--- src/rtl/ldst_arbiter.sv ---
// Two-requester arbiter in front of the single-outstanding ldst switch port.
// Fixed priority (m0 first) by default; define LDST_ARB_RR_EN for round-robin tie-breaking.
package ldst_types_pkg;
  typedef logic [31:0] ptr;
  typedef logic [31:0] word;
endpackage

module ldst_arbiter
  import ldst_types_pkg::*;
(
  input  logic clk,
  input  logic rst_n,

  input  logic m0_start,
  input  logic m0_write,
  input  ptr   m0_addr,
  input  word  m0_data_wr,
  output logic m0_ready,
  output word  m0_data_rd,

  input  logic m1_start,
  input  logic m1_write,
  input  ptr   m1_addr,
  input  word  m1_data_wr,
  output logic m1_ready,
  output word  m1_data_rd,

  output logic ldst_start,
  output logic ldst_write,
  output ptr   ldst_addr,
  output word  ldst_data_wr,
  input  logic ldst_ready,
  input  word  ldst_data_rd
);

  typedef enum logic [1:0] {
    IDLE = 2'd0,
    M0   = 2'd1,
    M1   = 2'd2
  } owner_e;

  owner_e owner_q, owner_d;
  logic   last_q, last_d;

  logic acc_open;
  logic e0, e1;
  logic win1;
  logic grant;
  logic sel1;

  always_comb begin
    acc_open = (owner_q == IDLE) || ldst_ready;
    // The completing owner still holds start this cycle; don't re-grant it.
    e0 = m0_start && !((owner_q == M0) && ldst_ready);
    e1 = m1_start && !((owner_q == M1) && ldst_ready);
`ifdef LDST_ARB_RR_EN
    win1 = (e0 && e1) ? !last_q : e1;
`else
    win1 = !e0 && e1;
`endif
    grant = acc_open && (e0 || e1);
    sel1  = grant ? win1 : (owner_q == M1);

    owner_d = owner_q;
    last_d  = last_q;
    if (acc_open) begin
      if (grant) begin
        last_d = win1;
        if (win1) begin
          owner_d = M1;
        end else begin
          owner_d = M0;
        end
      end else begin
        owner_d = IDLE;
      end
    end
  end

  always_ff @(posedge clk or negedge rst_n) begin
    if (!rst_n) begin
      owner_q <= IDLE;
      last_q  <= 1'b1;
    end else begin
      owner_q <= owner_d;
      last_q  <= last_d;
    end
  end

  // Gate the issue strobe so nothing leaks out while the requesters are held in reset.
  assign ldst_start   = rst_n && grant;
  assign ldst_write   = sel1 ? m1_write   : m0_write;
  assign ldst_addr    = sel1 ? m1_addr    : m0_addr;
  assign ldst_data_wr = sel1 ? m1_data_wr : m0_data_wr;

  assign m0_ready   = ldst_ready && (owner_q == M0);
  assign m1_ready   = ldst_ready && (owner_q == M1);
  assign m0_data_rd = ldst_data_rd;
  assign m1_data_rd = ldst_data_rd;

endmodule

--- config.mk ---
export PLATFORM = sky130hd
export DESIGN_NAME = ldst_arbiter
export DESIGN_NICKNAME = d
export VERILOG_FILES = /design/src/rtl/ldst_arbiter.sv
export SDC_FILE = /design/constraint.sdc
export NUM_CORES = 1
export LEC_CHECK = 0
export CAP_MARGIN = 5
export CORE_AREA = 5 5 114 116
export CTS_CLUSTER_SIZE = 30
export DETAILED_ROUTE_END_ITERATION = 16
export DIE_AREA = 0 0 119 121
export GPL_ROUTABILITY_DRIVEN = 0
export GPL_TIMING_DRIVEN = 0
export PLACE_DENSITY = 0.58
export REMOVE_ABC_BUFFERS = 1
export SYNTH_ARGS = -nofsm -noshare
export SYNTH_HDL_FRONTEND = slang
export SYNTH_SLANG_ARGS = --single-unit
--- constraint.sdc ---
create_clock -name clk -period 3.02 [get_ports clk]
set_input_delay 0.755 -clock clk [delete_from_list [all_inputs] [get_ports clk]]
set_output_delay 0.755 -clock clk [all_outputs]
set_load 0.1 [all_outputs]
=== Word level (Yosys, flattened, before mapping) ===
Index checks and enable logic that the tools add are counted.

* Equal/unequal tests: 2
* Multiplexer cells: 6
* Reductions and logical operators: 13

{| class="wikitable"
|+ Operators by type and width
! operator !! count
|-
| $mux 32 || 2
|-
| $logic_and 1x1->1 || 7
|-
| $mux 2 || 2
|-
| $logic_not 1->1 || 3
|-
| $eq 2x1->1 const B || 1
|-
| $eq 2x2->1 const B || 1
|-
| $logic_not 2->1 || 1
|-
| $logic_or 1x1->1 || 2
|-
| $mux 1 || 2
|}

* Register bits: 2
* Bits of input ports: 167
* Output and inout bits: 132
* Word-level logic and storage cells: 22

=== Longest topological paths before layout ===
* Word-level depth: 8
* Mapped depth: 6
* Mapped depth without buffers: 4

=== Worst setup path before layout ===
Ideal clock, no wire load.

* Kind: input to output
* From: input m0_start
* To: output ldst_addr[12]
* Arrival: 2.396 ns
* Required time: 2.265 ns
* Slack: -0.131 ns
* Stages: 6
* Path buffers: 3
* Cell sequence: clkbuf_1 > a21oi_1 > a211oi_2 > buf_4 > buf_6 > mux2_1

* Longest elaborated chain between the ends: 5
* Elaborated cells between the ends (all ways): 7
* Classes of those cells: 2 x mux; 5 x reduce/logical

{| class="wikitable"
|+ Ends and longest elaborated chain
! item !! RTL line !! source
|-
| start: declaration || 14 || <nowiki>input logic m0_start,</nowiki>
|-
| $logic_and 1x1->1 (*) || 54 || <nowiki>e0 = m0_start && !((owner_q == M0) && ldst_ready);</nowiki>
|-
| $logic_not 1->1 or $logic_or 1x1->1 (tied branches) || 59, 61 ||
|-
| $logic_and 1x1->1, on equally long branches || 59, 61 ||
|-
| $mux 1 (*) || 62 || <nowiki>sel1 = grant ? win1 : (owner_q == M1);</nowiki>
|-
| $mux 32 (*) || 93 || <nowiki>assign ldst_addr = sel1 ? m1_addr : m0_addr;</nowiki>
|-
| end: declaration || 30 || <nowiki>output ptr ldst_addr,</nowiki>
|}

Mark *: on every way between the ends. The rest lies on a longest branch, timed or not.

=== Final worst setup path ===
* From: input ldst_ready
* To: output ldst_addr[30]

* Longest elaborated chain between the ends: 7
* Elaborated cells between the ends (all ways): 13
* Classes of those cells: 2 x mux; 11 x reduce/logical

{| class="wikitable"
|+ Ends and longest elaborated chain
! item !! RTL line !! source
|-
| start: declaration || 32 || <nowiki>input logic ldst_ready,</nowiki>
|-
| $logic_and 1x1->1, on equally long branches || 54, 55 ||
|-
| $logic_not 1->1, on equally long branches || 54, 55 ||
|-
| $logic_and 1x1->1, on equally long branches || 54, 55 ||
|-
| $logic_not 1->1 or $logic_or 1x1->1 (tied branches) || 59, 61 ||
|-
| $logic_and 1x1->1, on equally long branches || 59, 61 ||
|-
| $mux 1 (*) || 62 ||
|-
| $mux 32 (*) || 93 ||
|}

Marks and branches as above.

==> results.sh <==
export IMPL_period_share_pct=99.6
export IMPL_synth_warnings=0
export IMPL_clkPwrFrac_pct=8.7
export IMPL_reg_top3="owner_q (2)"
export IMPL_n_antenna_cell=0
export IMPL_cts_sinks=2
export IMPL_power_switching_uw=1270
export IMPL_antenna_found_initial=2
export IMPL_power_frac_seq_pct=1.7
export IMPL_crit_required_ps=2260
export IMPL_core_area_sq_um=11800
export IMPL_tightest_slew_ps=982
export IMPL_grt_pass1_vias=2127
export IMPL_start_kind="input pin"
export IMPL_io_pins=299
export IMPL_setup_ws_ps=13.6
export IMPL_clockBufferDepth=2
export IMPL_vdd_ir_drop_max_mv=0.262
export IMPL_largest_reg_flops=2
export IMPL_synth_seq_cells=2
export IMPL_multi_input_area_sq_um=1000
export IMPL_hold_viol_final=0
export IMPL_clk_pin_slew_ps=30
export IMPL_largest_register="owner_q"
export IMPL_htree_levels=1
export IMPL_period_minus_slack_ps=3010
export IMPL_hold_buffers=0
export IMPL_cp_arrival_ps=2250
export IMPL_yosys_area_top_type="mux2_1"
export IMPL_port_buffers=202
export IMPL_yosysUniqueCellTypes=20
export IMPL_row_count=40
export IMPL_cts_tree="built"
export IMPL_critPathMaxFanout=6
export IMPL_rsz0062_at_grt="yes"
export IMPL_fin_total_pwr_uw=2250
export IMPL_p_comb_share_pct=89.6
export IMPL_dr_pass1_iters=4
export IMPL_ys_seq_area_share_pct=3.44
export IMPL_worstSetupEndpointType="output port"
export IMPL_p_leak_uw=0.00173
export IMPL_grt_pass1_wl_microns=16300
export IMPL_synth_top_area_share_pct=38.7
export IMPL_crit_type="in2out"
export IMPL_start_util_pct=12.3
export IMPL_clock_latency_ps=220
export IMPL_synthCells=160
export IMPL_drt_wl_total_microns=12400
export IMPL_fp_dieArea_sq_um=14400
export IMPL_slew_headroom_pct=34.8
export IMPL_status="completed"
export IMPL_fin_nets=489
export IMPL_grt_max_degree=10
export IMPL_whs_ps=642
export IMPL_finClkSkew_ps=0.465
export IMPL_die_w_microns=119
export IMPL_p_int_uw=984
export IMPL_antenna_left=0
export IMPL_hpwlAfterDp_microns=10600
export IMPL_drc=0
export IMPL_min_delay_path_class="reg2reg"
export IMPL_maxSlewViolCount=0
export IMPL_post_drt_wl_per_cell_microns=26.5
export IMPL_setup_viol=0
export IMPL_via_per_inst=4.07
export IMPL_drv_cap=0
export IMPL_place_ws_ps=-1670
export IMPL_numCtsBuffers=3
export IMPL_fillers=1225
export IMPL_die_y_microns=121
export IMPL_grt_overflow=0
export IMPL_postSynthAreaPerCell_sq_um=9.09
export IMPL_switching_share_pct=56.3
export IMPL_via_count=1900
export IMPL_synth_area_sq_um=1450
export IMPL_max_freq_mhz=333
export IMPL_first_iter_violations=30
export IMPL_syn_to_final_growth_pct=174
export IMPL_cts_root_buffer="clkbuf_16"
export IMPL_grtUsageTotal_pct=16.1
export IMPL_ys_top_cells_by_area="mux2_1, buf_4, mux2_2, buf_6, dfrtp_1"
export IMPL_power_per_cell_area_nw_per_um2=566
export IMPL_drive_gt1_share_pct=43.8
export IMPL_seq_area_sq_um=52.6
[metal layers]
layer	GRT usage, %	routed length, microns	vias up
met5	5.51	79	-
met4	0.652	6	6
met3	18.1	2960	6
met2	27.3	5790	247
met1	12.7	3530	833
li1	-	-	808
[cells by family (layout without fill, tap and decap cells)]
| kind of cell | Yosys count | in the layout | share of synthesized area, % |
|---|---|---|---|
| buffers and inverters | 73 | 233 | 38.3 |
| multiplexers | 65 | 65 | 50.3 |
| AND/OR/NAND/NOR | 11 | 11 | 3.70 |
| AO/OA/AOI/OAI | 9 | 9 | 4.22 |
| flip-flops | 2 | 2 | 3.44 |
[power groups by stage]
stage                     registers, uW  logic, uW  clock network (uW)
after floorplan                    36.2       1150                   0
after global placement             37.0       1610                   0
after detailed placement           37.7       1630                   0
after CTS                          38.6       2030                 199
after global routing               38.1       2080                 203
final                              37.5       2020                 196
[path summary, 6_finish.rpt]
kind                                 end       start  slack (ps)  depth (start not counted)
setup / recovery           ldst_addr[30]  ldst_ready          10                         10
max in group asynchronous     owner_q[1]       rst_n        2160                          1
min in group asynchronous     owner_q[0]       rst_n         710                          1
hold reg to reg               owner_q[1]  owner_q[1]         640                          2
setup reg to reg              owner_q[1]  owner_q[0]        1840                          5
hold / removal                owner_q[1]  owner_q[1]         640                          2
[cells in the mapped netlist]
cell,number
clkbuf_1,1
nor3b_1,1
and2_1,1
buf_2,1
mux2_1,50
nor3_1,1
o32ai_1,1
nand2b_1,2
nor2_1,5
a21boi_0,1
a211oi_2,1
a22oi_1,1
inv_1,1
a21oi_1,4
buf_4,65
mux2_2,15
dfrtp_1,2
nand2_1,1
buf_6,5
o21ai_0,1
[stage by stage]
step	util, %	instances	setup TNS [ps]	cell area [sq um]
after floorplan	-	88	-156370	901
after global placement	26.3	437	-310270	3110
after detailed placement	26.9	441	-101710	3170
after CTS	33.6	466	-225	3970
after global routing	33.7	467	-115	3980
final	33.7	467	0	3980
[critical path, stage by stage]
cell      delay, ps
buf_8           110
inv_6            50
a21oi_4          30
a211oi_4        300
buf_12          160
buf_12          120
buf_12          110
buf_12          120
mux2_4          320
buf_12          170
[timing repair]
action / CTS / global route
endpoints found under the setup margin: 68 / 54
pin swaps: 2 / 2
cloned: 5 / 0
setup buffers: 17 / 3
resized for setup: 571 / 9
[placed cells by master (no fill, tap or decap)]
cell	netlist	layout
a211oi_4	0	1
a21boi_0	1	1
a21oi_1	4	2
a21oi_2	0	1
a21oi_4	0	1
a22oi_1	1	1
and2_1	1	1
buf_12	0	37
buf_16	0	4
buf_2	1	10
buf_4	65	27
buf_6	5	14
buf_8	0	2
bufbuf_16	0	1
clkbuf_16	0	3
clkbuf_2	0	1
clkdlybuf4s50_1	0	131
dfrtp_2	0	2
dlygate4sd2_1	0	2
inv_6	0	1
mux2_1	50	32
mux2_2	15	3
mux2_4	0	30
nand2_1	1	1
nand2b_1	2	1
nand2b_4	0	1
nor2_1	5	5
nor3_1	1	1
nor3b_4	0	1
o21ai_0	1	1
o32ai_1	1	1
[layout make-up]
cell class | count | area share [%]
Timing Repair Buffer | 229 | 66.8
Multi-Input combinational cell | 85 | 25.2
Tap cell | 147 | 4.62
Clock buffer | 3 | 1.89
Sequential cell | 2 | 1.32
Inverter | 1 | 0.220
(Power assumes the default switching activity.)
